$ cat src/rtl/hazard_ctrl_unit_pkg.sv
// Shared encodings for the pipeline hazard/control sequencer: FSM states,
// PC-load select codes, the NOP opcode and the per-state output decode.
package hazard_ctrl_unit_pkg;

    typedef enum logic [3:0] {
        S_RUN      = 4'd0,
        S_FSTALL   = 4'd1,
        S_DSTALL   = 4'd2,
        S_RET_WAIT = 4'd3,
        S_RET_LOAD = 4'd4,
        S_INT_LOAD = 4'd5,
        S_HALT     = 4'd6
    } state_t;

    typedef enum logic [1:0] {
        PCSEL_INC = 2'b00,
        PCSEL_INT = 2'b01,
        PCSEL_RET = 2'b10
    } pcsel_t;

    localparam logic [31:0] NOP_OPCODE = 32'h0000_0000;

    // Registered control word; 'normal' means the stalls follow the live requests.
    typedef struct packed {
        logic   normal;
        logic   stall_fetch;
        logic   stall_decode;
        pcsel_t pc_sel;
        logic   inst_sel;
    } ctrl_t;

    function automatic ctrl_t decode_outputs(state_t s);
        ctrl_t c;
        c = '{normal: 1'b1, stall_fetch: 1'b0, stall_decode: 1'b0,
              pc_sel: PCSEL_INC, inst_sel: 1'b0};
        case (s)
            S_RET_WAIT: c = '{1'b0, 1'b1, 1'b0, PCSEL_INC, 1'b1};
            S_RET_LOAD: c = '{1'b0, 1'b0, 1'b0, PCSEL_RET, 1'b1};
            S_INT_LOAD: c = '{1'b0, 1'b0, 1'b0, PCSEL_INT, 1'b1};
            S_HALT:     c = '{1'b0, 1'b1, 1'b1, PCSEL_INC, 1'b1};
            default:    ;
        endcase
        return c;
    endfunction

endpackage

$ cat src/rtl/hazard_ctrl_unit_if.sv
// Event/control bundle between the datapath and the hazard sequencer.
// 'ret' carries the return-detected event (return is a reserved word).
interface hazard_ctrl_unit_if #(
    parameter int PC_WIDTH   = 16,
    parameter int INST_WIDTH = 32
);
    logic                  ret;
    logic                  halt;
    logic                  fetch_stl_req;
    logic                  dec_stl_req;
    logic                  interrupt;
    logic [PC_WIDTH-1:0]   interrupt_vector_address;

    logic                  stall_fetch;
    logic                  stall_decode;
    logic [1:0]            prog_cntr_load_sel;
    logic                  inst_word_sel;
    logic [INST_WIDTH-1:0] new_inst_word;
    logic [PC_WIDTH-1:0]   prog_cntr_int_addr;
    logic [3:0]            state;

    modport master (
        output ret, halt, fetch_stl_req, dec_stl_req, interrupt, interrupt_vector_address,
        input  stall_fetch, stall_decode, prog_cntr_load_sel, inst_word_sel,
               new_inst_word, prog_cntr_int_addr, state
    );

    modport slave (
        input  ret, halt, fetch_stl_req, dec_stl_req, interrupt, interrupt_vector_address,
        output stall_fetch, stall_decode, prog_cntr_load_sel, inst_word_sel,
               new_inst_word, prog_cntr_int_addr, state
    );
endinterface

$ cat src/rtl/hazard_ctrl_unit.sv
// Pipeline hazard/control sequencer: turns stall, return, halt and interrupt
// events into fetch/decode stalls, PC-load selection and NOP injection.
module hazard_ctrl_unit
    import hazard_ctrl_unit_pkg::*;
#(
    parameter int                    PC_WIDTH         = 16,
    parameter int                    INST_WIDTH       = 32,
    parameter logic [INST_WIDTH-1:0] NOP_WORD         = INST_WIDTH'(NOP_OPCODE),
    parameter int                    RET_FLUSH_CYCLES = 3
) (
    input  logic              clock,
    input  logic              nreset,
    hazard_ctrl_unit_if.slave bus
);

    localparam int CNT_W = (RET_FLUSH_CYCLES > 1) ? $clog2(RET_FLUSH_CYCLES) : 1;
    localparam logic [CNT_W-1:0] CNT_INIT = CNT_W'(RET_FLUSH_CYCLES - 1);

    state_t              state_q, state_d;
    logic [CNT_W-1:0]    cnt_q, cnt_d;
    logic                pend_q, pend_d;
    logic [PC_WIDTH-1:0] vec_q, vec_d;
    ctrl_t               ctrl_q;

    // NOTE: every always_comb target gets a default first so no path infers a latch.
    always_comb begin
        state_d = state_q;
        cnt_d   = cnt_q;
        pend_d  = pend_q;
        vec_d   = vec_q;
        case (state_q)
            S_RUN, S_FSTALL, S_DSTALL: begin
                if (bus.interrupt) begin
                    state_d = S_INT_LOAD;
                    vec_d   = bus.interrupt_vector_address;
                end else if (bus.halt) begin
                    state_d = S_HALT;
                end else if (bus.ret) begin
                    state_d = S_RET_WAIT;
                    cnt_d   = CNT_INIT;
                end else if (bus.dec_stl_req) begin
                    state_d = S_DSTALL;
                end else if (bus.fetch_stl_req) begin
                    state_d = S_FSTALL;
                end else begin
                    state_d = S_RUN;
                end
            end
            S_RET_WAIT: begin
                // The return flush is not abortable; an interrupt is parked until it finishes.
                if (bus.interrupt) begin
                    pend_d = 1'b1;
                    vec_d  = bus.interrupt_vector_address;
                end
                if (cnt_q == '0) begin
                    state_d = S_RET_LOAD;
                end else begin
                    cnt_d = cnt_q - CNT_W'(1);
                end
            end
            S_RET_LOAD: state_d = pend_q ? S_INT_LOAD : S_RUN;
            S_INT_LOAD: begin
                pend_d  = 1'b0;
                state_d = S_RUN;
            end
            S_HALT: begin
                if (bus.interrupt) begin
                    state_d = S_INT_LOAD;
                    vec_d   = bus.interrupt_vector_address;
                end
            end
            default: state_d = S_RUN;
        endcase
    end

    // NOTE: sequential state uses non-blocking assignments so all registers update together.
    always_ff @(posedge clock) begin
        if (!nreset) begin
            state_q <= S_RUN;
            cnt_q   <= '0;
            pend_q  <= 1'b0;
            vec_q   <= '0;
            ctrl_q  <= decode_outputs(S_RUN);
        end else begin
            state_q <= state_d;
            cnt_q   <= cnt_d;
            pend_q  <= pend_d;
            vec_q   <= vec_d;
            ctrl_q  <= decode_outputs(state_d);
        end
    end

    // Normal-group stalls pass the live requests straight through with no latency.
    assign bus.stall_fetch        = ctrl_q.normal ? (bus.fetch_stl_req | bus.dec_stl_req)
                                                  : ctrl_q.stall_fetch;
    assign bus.stall_decode       = ctrl_q.normal ? bus.dec_stl_req : ctrl_q.stall_decode;
    assign bus.prog_cntr_load_sel = ctrl_q.pc_sel;
    assign bus.inst_word_sel      = ctrl_q.inst_sel;
    assign bus.new_inst_word      = NOP_WORD;
    assign bus.prog_cntr_int_addr = vec_q;
    assign bus.state              = state_q;

endmodule

$ cat src/flat_wrapper.sv
// flat-port wrapper written by rule: the top's interface ports become plain ports
module hazard_ctrl_unit_flat import hazard_ctrl_unit_pkg::*;
#(
    parameter int                    PC_WIDTH         = 16,
    parameter int                    INST_WIDTH       = 32,
    parameter logic [INST_WIDTH-1:0] NOP_WORD         = INST_WIDTH'(NOP_OPCODE),
    parameter int                    RET_FLUSH_CYCLES = 3
)
  (clock, nreset, bus_ret, bus_halt, bus_fetch_stl_req, bus_dec_stl_req, bus_interrupt, bus_interrupt_vector_address, bus_stall_fetch, bus_stall_decode, bus_prog_cntr_load_sel, bus_inst_word_sel, bus_new_inst_word, bus_prog_cntr_int_addr, bus_state);
  hazard_ctrl_unit_if #(.PC_WIDTH(PC_WIDTH), .INST_WIDTH(INST_WIDTH)) bus_i ();
  input  logic clock;
  input  logic nreset;
  input wire logic [$bits(bus_i.ret)-1:0] bus_ret;
  input wire logic [$bits(bus_i.halt)-1:0] bus_halt;
  input wire logic [$bits(bus_i.fetch_stl_req)-1:0] bus_fetch_stl_req;
  input wire logic [$bits(bus_i.dec_stl_req)-1:0] bus_dec_stl_req;
  input wire logic [$bits(bus_i.interrupt)-1:0] bus_interrupt;
  input wire logic [$bits(bus_i.interrupt_vector_address)-1:0] bus_interrupt_vector_address;
  output wire logic [$bits(bus_i.stall_fetch)-1:0] bus_stall_fetch;
  output wire logic [$bits(bus_i.stall_decode)-1:0] bus_stall_decode;
  output wire logic [$bits(bus_i.prog_cntr_load_sel)-1:0] bus_prog_cntr_load_sel;
  output wire logic [$bits(bus_i.inst_word_sel)-1:0] bus_inst_word_sel;
  output wire logic [$bits(bus_i.new_inst_word)-1:0] bus_new_inst_word;
  output wire logic [$bits(bus_i.prog_cntr_int_addr)-1:0] bus_prog_cntr_int_addr;
  output wire logic [$bits(bus_i.state)-1:0] bus_state;
  assign bus_i.ret = bus_ret;
  assign bus_i.halt = bus_halt;
  assign bus_i.fetch_stl_req = bus_fetch_stl_req;
  assign bus_i.dec_stl_req = bus_dec_stl_req;
  assign bus_i.interrupt = bus_interrupt;
  assign bus_i.interrupt_vector_address = bus_interrupt_vector_address;
  assign bus_stall_fetch = bus_i.stall_fetch;
  assign bus_stall_decode = bus_i.stall_decode;
  assign bus_prog_cntr_load_sel = bus_i.prog_cntr_load_sel;
  assign bus_inst_word_sel = bus_i.inst_word_sel;
  assign bus_new_inst_word = bus_i.new_inst_word;
  assign bus_prog_cntr_int_addr = bus_i.prog_cntr_int_addr;
  assign bus_state = bus_i.state;
  hazard_ctrl_unit #(.PC_WIDTH(PC_WIDTH), .INST_WIDTH(INST_WIDTH), .NOP_WORD(NOP_WORD), .RET_FLUSH_CYCLES(RET_FLUSH_CYCLES)) u_core (.clock(clock), .nreset(nreset), .bus(bus_i));
endmodule
$ cat config.mk
export PLATFORM = sky130hd
export DESIGN_NAME = hazard_ctrl_unit_flat
export DESIGN_NICKNAME = d
export VERILOG_FILES = /design/src/rtl/hazard_ctrl_unit_pkg.sv /design/src/rtl/hazard_ctrl_unit_if.sv /design/src/rtl/hazard_ctrl_unit.sv /design/src/flat_wrapper.sv
export SDC_FILE = /design/constraint.sdc
export NUM_CORES = 1
export LEC_CHECK = 0
export CORE_AREA = 2 2 63 65
export CTS_CLUSTER_SIZE = 40
export DETAILED_ROUTE_END_ITERATION = 10
export DIE_AREA = 0 0 65 67
export PLACE_DENSITY = 0.83
export SETUP_SLACK_MARGIN = 0.15
export SYNTH_ARGS = -nofsm -noshare
export SYNTH_HDL_FRONTEND = slang
export SYNTH_SLANG_ARGS = --single-unit
$ cat constraint.sdc
create_clock -name clock -period 4.4 [get_ports clock]
set_input_delay 0.66 -clock clock [delete_from_list [all_inputs] [get_ports clock]]
set_output_delay 0.66 -clock clock [all_outputs]
set_load 0.03 [all_outputs]
==> results of run 1 <==
logic make-up after synthesis:
kind of cell	after synthesis
and+or+nand+nor	47
muxes	18
adders and majority gates	1
other	1
AOI/OAI and AO/OA	16
buffers and inverters	46
DFF	29
where the power goes:
part | internal, uW | total (uW) | switching (uW)
combinational | 57.2 | 150 | 92.6
clock | 184 | 281 | 96.3
sequential | 275 | 285 | 10.0
layout make-up:
cell class                 instances  area [sq um]  share of cell area [%]
timing repair buffer              47           470                    24.1
inverter                           6          22.5                    1.15
clock buffer                       7          86.3                    4.41
tap                               48          60.1                    3.07
multi-input combinational        115           706                    36.1
clock inverter                     1          30.0                    1.54
sequential                        29           581                    29.7
path summary, 6_finish.rpt:
path         cells after the start  slack, ps                               from                           endpoint
max                              4       1690                    bus_dec_stl_req                    bus_stall_fetch
min                              2        490  u_core.bus.prog_cntr_int_addr[11]  u_core.bus.prog_cntr_int_addr[11]
max reg2reg                      4       2700                u_core.bus.state[1]   u_core.bus.prog_cntr_int_addr[4]
min reg2reg                      2        490  u_core.bus.prog_cntr_int_addr[11]  u_core.bus.prog_cntr_int_addr[11]
Yosys cell counts, drive strengths merged:
master / count
conb: 1
a21oi: 6
o22ai: 1
a31o: 1
nor3: 7
inv: 6
a31oi: 1
nand4b: 1
or2: 1
a211o: 1
buf: 37
nand2: 1
clkbuf: 3
nor2: 23
mux2: 2
nor3b: 3
a211oi: 2
nand4bb: 2
dfxtp: 29
or3: 1
nand2b: 4
o211ai: 2
o32a: 1
o211a: 1
nor4bb: 2
and2: 1
nand3: 1
ha: 1
mux2i: 16
metrics by stage:
step	std cells	power, uW	util, %	instance area, sq um	setup slack [ps]
after floorplan	190	413	-	1610	2550
after global placement	245	439	51.0	1840	1710
after detailed placement	245	440	51.0	1840	1680
after CTS	253	722	54.2	1960	1680
after global routing	253	750	54.2	1960	1600
final	253	716	54.2	1960	1690
flip-flops by register name, indices dropped and copies added, names as in the netlist:
| register | cells |
|---|---|
| u_core.bus.inst_word_sel | 1 |
| u_core.bus.prog_cntr_int_addr | 16 |
| u_core.bus.prog_cntr_load_sel | 2 |
| u_core.bus.state | 4 |
| u_core.cnt_q | 2 |
| u_core.ctrl_q | 3 |
| u_core.pend_q | 1 |
worst max-delay path, stage by stage:
cell and delay [ps]:
clkdlybuf4s50_1 510, nor2_1 60, a21oi_1 130, clkdlybuf4s50_1 680
per-layer routing:
metal | vias up | part of all wire [%]
met2 | 57 | 47
met5 | - | 0
li1 | 561 | -
met4 | 0 | 0.71
met1 | 504 | 43
met3 | 3 | 9.2
==> results.md, run 1 <==
- Core Footprint: 3610 sq um
- Sequential area share after synthesis: 39.0%
- WL final: 2.80 mm
- Ys Warns: 0
- Nets: 228
- Post-Synth Simple-Gate Area: 16.6%
- Pins over their slew limit: 0
- Initial antenna violation count: 0
- Final ANT Viol Nets: 0
- Hpwl dp: 2.05 mm
- Post-CTS Resized: 0
- Req. time, crit path: 3740 ps
- Drt first pass iters: 4
- Share of cells above drive strength 1: 6.83%
- Number of DRC markers in iteration 0: 19
- Grt met1 use: 16.4%
- ANT cells: 0
- Skew-Pair Late Insertion Delay: 280 ps
- M2 GR Usage: 21.9%
- Vias in the first global route: 1010
- Cell row count: 22
- Clock sink total: 29
- Setup TNS Final: 0 ps
- P&R area growth vs syn: 31.2%
- Gpl congestion: 0.763
- Least-Margin Pin Slew: 751 ps
- Met3 usage: 5.91%
- Hold Buf Count CTS: 0
- First-pass GRT wire length: 4.47 mm
- Netlist cell types: 33
- Post-CTS Setup Bufs: 0
- Die area: 4360 sq um
- Commonest cells after routing, fill and taps aside: clkdlybuf4s50_1, conb_1, dfxtp_1
- Compound-Gate Fraction of Synth Area: 9.32%
- Fmax: 0.370 GHz
- Post-synthesis mux area share: 12.3%
- Pin count of the biggest net entering global routing: 24
- Avg WL per Cell: 11.1 um
- Inserted Clock Buffers: 5
- H-Tree Depth: 2
- DIE WIDTH: 65 um
- RSZ-0062 raised after global routing: no
- Final Setup Violations: 0
- Leakage: 0.000797 uW
- P per Cell Area: 366 nW/um^2
- Area share of the largest cell type after synthesis: 39.0%
- Final Critical Period: 2710 ps
- Worst setup SP type: primary input
- Status: completed
- Clock skew: 8.19 ps
- Busiest grt layer: met2
- Final hold viol count: 0
- Cells after Synth: 158
- Fillers: 345
- DRC: 0
- FF+latch count, synth: 29
- Hold Slack: 490 ps
- Post-synthesis adder-cell area fraction: 0.840%
- I/O pins: 80
- Post-DR vias/cell: 4.45
- Final Cycle Share: 61.5%
- Largest area contributor in the netlist: dfxtp_1
- CTS tree: yes
- DR vias: 1125
- Crit path DAT: 2050 ps
- Die Y: 67 um
- Max-Cap Viols: 0
- Mapped Area: 1490 sq um
- Post-synthesis xor/xnor area fraction: 0%
- Grt total ovfl: 0
- All-Layer GR Usage: 13.6%
- Syn avg cell area: 9.43 sq um
- Largest cells by area after synthesis: dfxtp_1, buf_4, mux2i_1, nor2_1, nor3_1
- Max VDD drop: 0.243 mV
- Clock-pin slew on the worst setup and hold paths: 50 ps
- Crit path kind: primary input to output pin
- Crit Path Max Fanout: 4
- Commonest non-fill, non-tap cell in the layout: clkdlybuf4s50_1
- Root buf cell: clkbuf_8
- Tightest Hold Check Type: register to register
- Initial Util: 41.3%
- Slew headroom: 49.9%
- Largest family of logic cells by synthesized area: buffers and inverters
- PortBufs: 47
- Max Root-Sink Buffers: 2
- Crit end category: output pin
Power figures use the tool's default switching activity.
==> run 2: changes to the inputs <==
Settings changed: CORE_AREA 2 2 63 65 to 2 2 69 71, DIE_AREA 0 0 65 67 to 0 0 71 73, PLACE_DENSITY 0.83 to 0.74.
Clock period 4.4 ns to 2.2 ns, I/O delays scaled along.
==> results.md, run 2 (synthesis gave the netlist of run 1 again) <==
- Cell row count: 25 (+14%)
- DR vias: 1104 (-1.9%)
- Max FFs per register: 16 (unchanged)
- Commonest non-fill, non-tap cell in the layout: clkdlybuf4s50_1
- Max-Cap Viols: 0 (unchanged)
- Status: completed
- Avg WL per Cell: 11.2 um (+0.72%)
- Final hold viol count: 0 (unchanged)
- Clock-pin slew on the worst setup and hold paths: 60 ps (about the same)
- PortBufs: 47 (unchanged)
- Inserted Clock Buffers: 5 (unchanged)
- Grt total ovfl: 0 (unchanged)
- Req. time, crit path: 1870 ps (-1870 ps)
- Setup TNS Final: 0 ps (unchanged)
- WL final: 2.88 mm (+2.7%)
- Vias in the first global route: 947 (-6.2%)
- Gpl congestion: 0.777 (+1.9%)
- Die Y: 73 um (+9.0%)
- Crit path DAT: 1660 ps (-390 ps)
- Gate power share: 24.0% (+3.1 points)
- Cell Int Power: 874 uW (+69%)
- Skew-Pair Late Insertion Delay: 270 ps (about the same)
- All-Layer GR Usage: 11.3% (-2.3 points)
- Max Root-Sink Buffers: 2 (unchanged)
- Drt first pass iters: 3 (-1)
- Root buf cell: clkbuf_8
- Pins over their slew limit: 0 (unchanged)
- Hpwl dp: 2.09 mm (+2.0%)
- Clock power frac: 30.8% (-8.4 points)
- H-Tree Depth: 2 (unchanged)
- Nets: 229 (+0.44%)
- Hold Buf Count CTS: 0 (unchanged)
- P&R area growth vs syn: 30.1%
- Max VDD drop: 0.292 mV (+20%)
- I/O pins: 80 (unchanged)
- Clock sink total: 29 (unchanged)
- CTS tree: yes
- Least-Margin Pin Slew: 731 ps (-19.9 ps)
- Crit path kind: primary input to output pin
- Slew headroom: 51.2% (+1.3 points)
- Core Footprint: 4540 sq um (+26%)
- DIE WIDTH: 71 um (+9.2%)
- Share of total power in sequential cells: 45.3% (+5.5 points)
- Crit end category: output pin
- Share of cells above drive strength 1: 6.86% (+0.033 points)
- RSZ-0062 raised after global routing: no
- Post-DR vias/cell: 4.28 (-3.8%)
- Post-CTS Setup Bufs: 0 (unchanged)
- Final ANT Viol Nets: 0 (unchanged)
- Final Critical Period: 1990 ps
- Initial Util: 32.9% (-8.5 points)
- Leakage: 0.000787 uW (-1.2%)
- Worst setup SP type: primary input
- Pin count of the biggest net entering global routing: 24 (unchanged)
- Final Cycle Share: 90.4%
- Place WS: 160 ps (-1520 ps)
- P per Cell Area: 651 nW/um^2 (+78%)
- Setup ws final: 211 ps (-1480 ps)
- Fmax: 0.503 GHz
- Die area: 5180 sq um (+19%)
- Commonest cells after routing, fill and taps aside: clkdlybuf4s50_1, conb_1, dfxtp_1
- Sw Share: 30.7% (+2.9 points)
- Crit Path Max Fanout: 4 (unchanged)
- NetSw: 388 uW (+95%)
- Initial antenna violation count: 0 (unchanged)
- Number of DRC markers in iteration 0: 33 (+14)
- Tightest Hold Check Type: register to register
- ANT cells: 0 (unchanged)
- DRC: 0 (unchanged)
- Final Setup Violations: 0 (unchanged)
- First-pass GRT wire length: 4.44 mm (-0.63%)
- Clock skew: 2.77 ps (-5.42 ps)
## run 2: changes by cell type in the layout (fill, tap and decap cells not counted), sizes merged
cell / change
bufinv: -1
buf: +1
clkbuf: -2
clkdlybuf4s50: -1
clkinv: +1
dlygate4sd2: +1
## run 2: area by class of cell
| type | instances | area (sq um) |
|---|---|---|
| fillers | 461 | 2600 |
| multi-input cells | 115 | 706 |
| flip-flops and latches | 29 | 581 |
| repair buffers | 48 | 489 |
| clock buffers | 5 | 68.8 |
| well taps | 54 | 67.6 |
| inverters | 6 | 22.5 |
| clock inverters | 1 | 5.00 |
## run 2: metrics by stage
step                      power [uW]  hold WS (ps)  util, %  std cells  area, sq um
after floorplan                  827           452        -        190         1610
after global placement           883           468     41.2        252         1870
after detailed placement         886           482     41.2        252         1870
after CTS                       1280           492     42.8        258         1940
after global routing            1330           505     42.8        258         1940
final                           1260           487     42.8        258         1940
## run 2: repair_timing
| action | in CTS | in global routing |
|---|---|---|
| gates resized for setup | 1 | 0 |
| endpoints found under the hold margin | 0 | 0 |
| setup endpoints to repair | 1 | 0 |
## run 2: critical path: stages
cell             delay, ps
clkdlybuf4s50_1        510
mux2_2                 160
clkdlybuf4s50_1        660
## run 2: power by group through the flow
stage,clock network (uW),logic [uW],registers (uW)
detailed placement,0,305,582
finish,388,303,571
floorplan,0,213,614
CTS,410,304,571
global route,433,322,575
global placement,0,303,580
## run 2: worst paths after layout
kind | start | end | slack (ps) | depth (start not counted)
worst max-delay path | bus_dec_stl_req | bus_stall_decode | 210 | 3
worst min-delay path | u_core.cnt_q[1] | u_core.cnt_q[1] | 490 | 2
worst max register to register | u_core.bus.state[1] | u_core.ctrl_q[5] | 450 | 4
worst min register to register | u_core.cnt_q[1] | u_core.cnt_q[1] | 490 | 2
## run 2: layer usage
layer | wire (um) | GRT usage [%]
met1 | 1230 | 13.4
met2 | 1400 | 17.8
met3 | 181 | 3.73
met4 | 65 | 6.92
met5 | 0 | 0
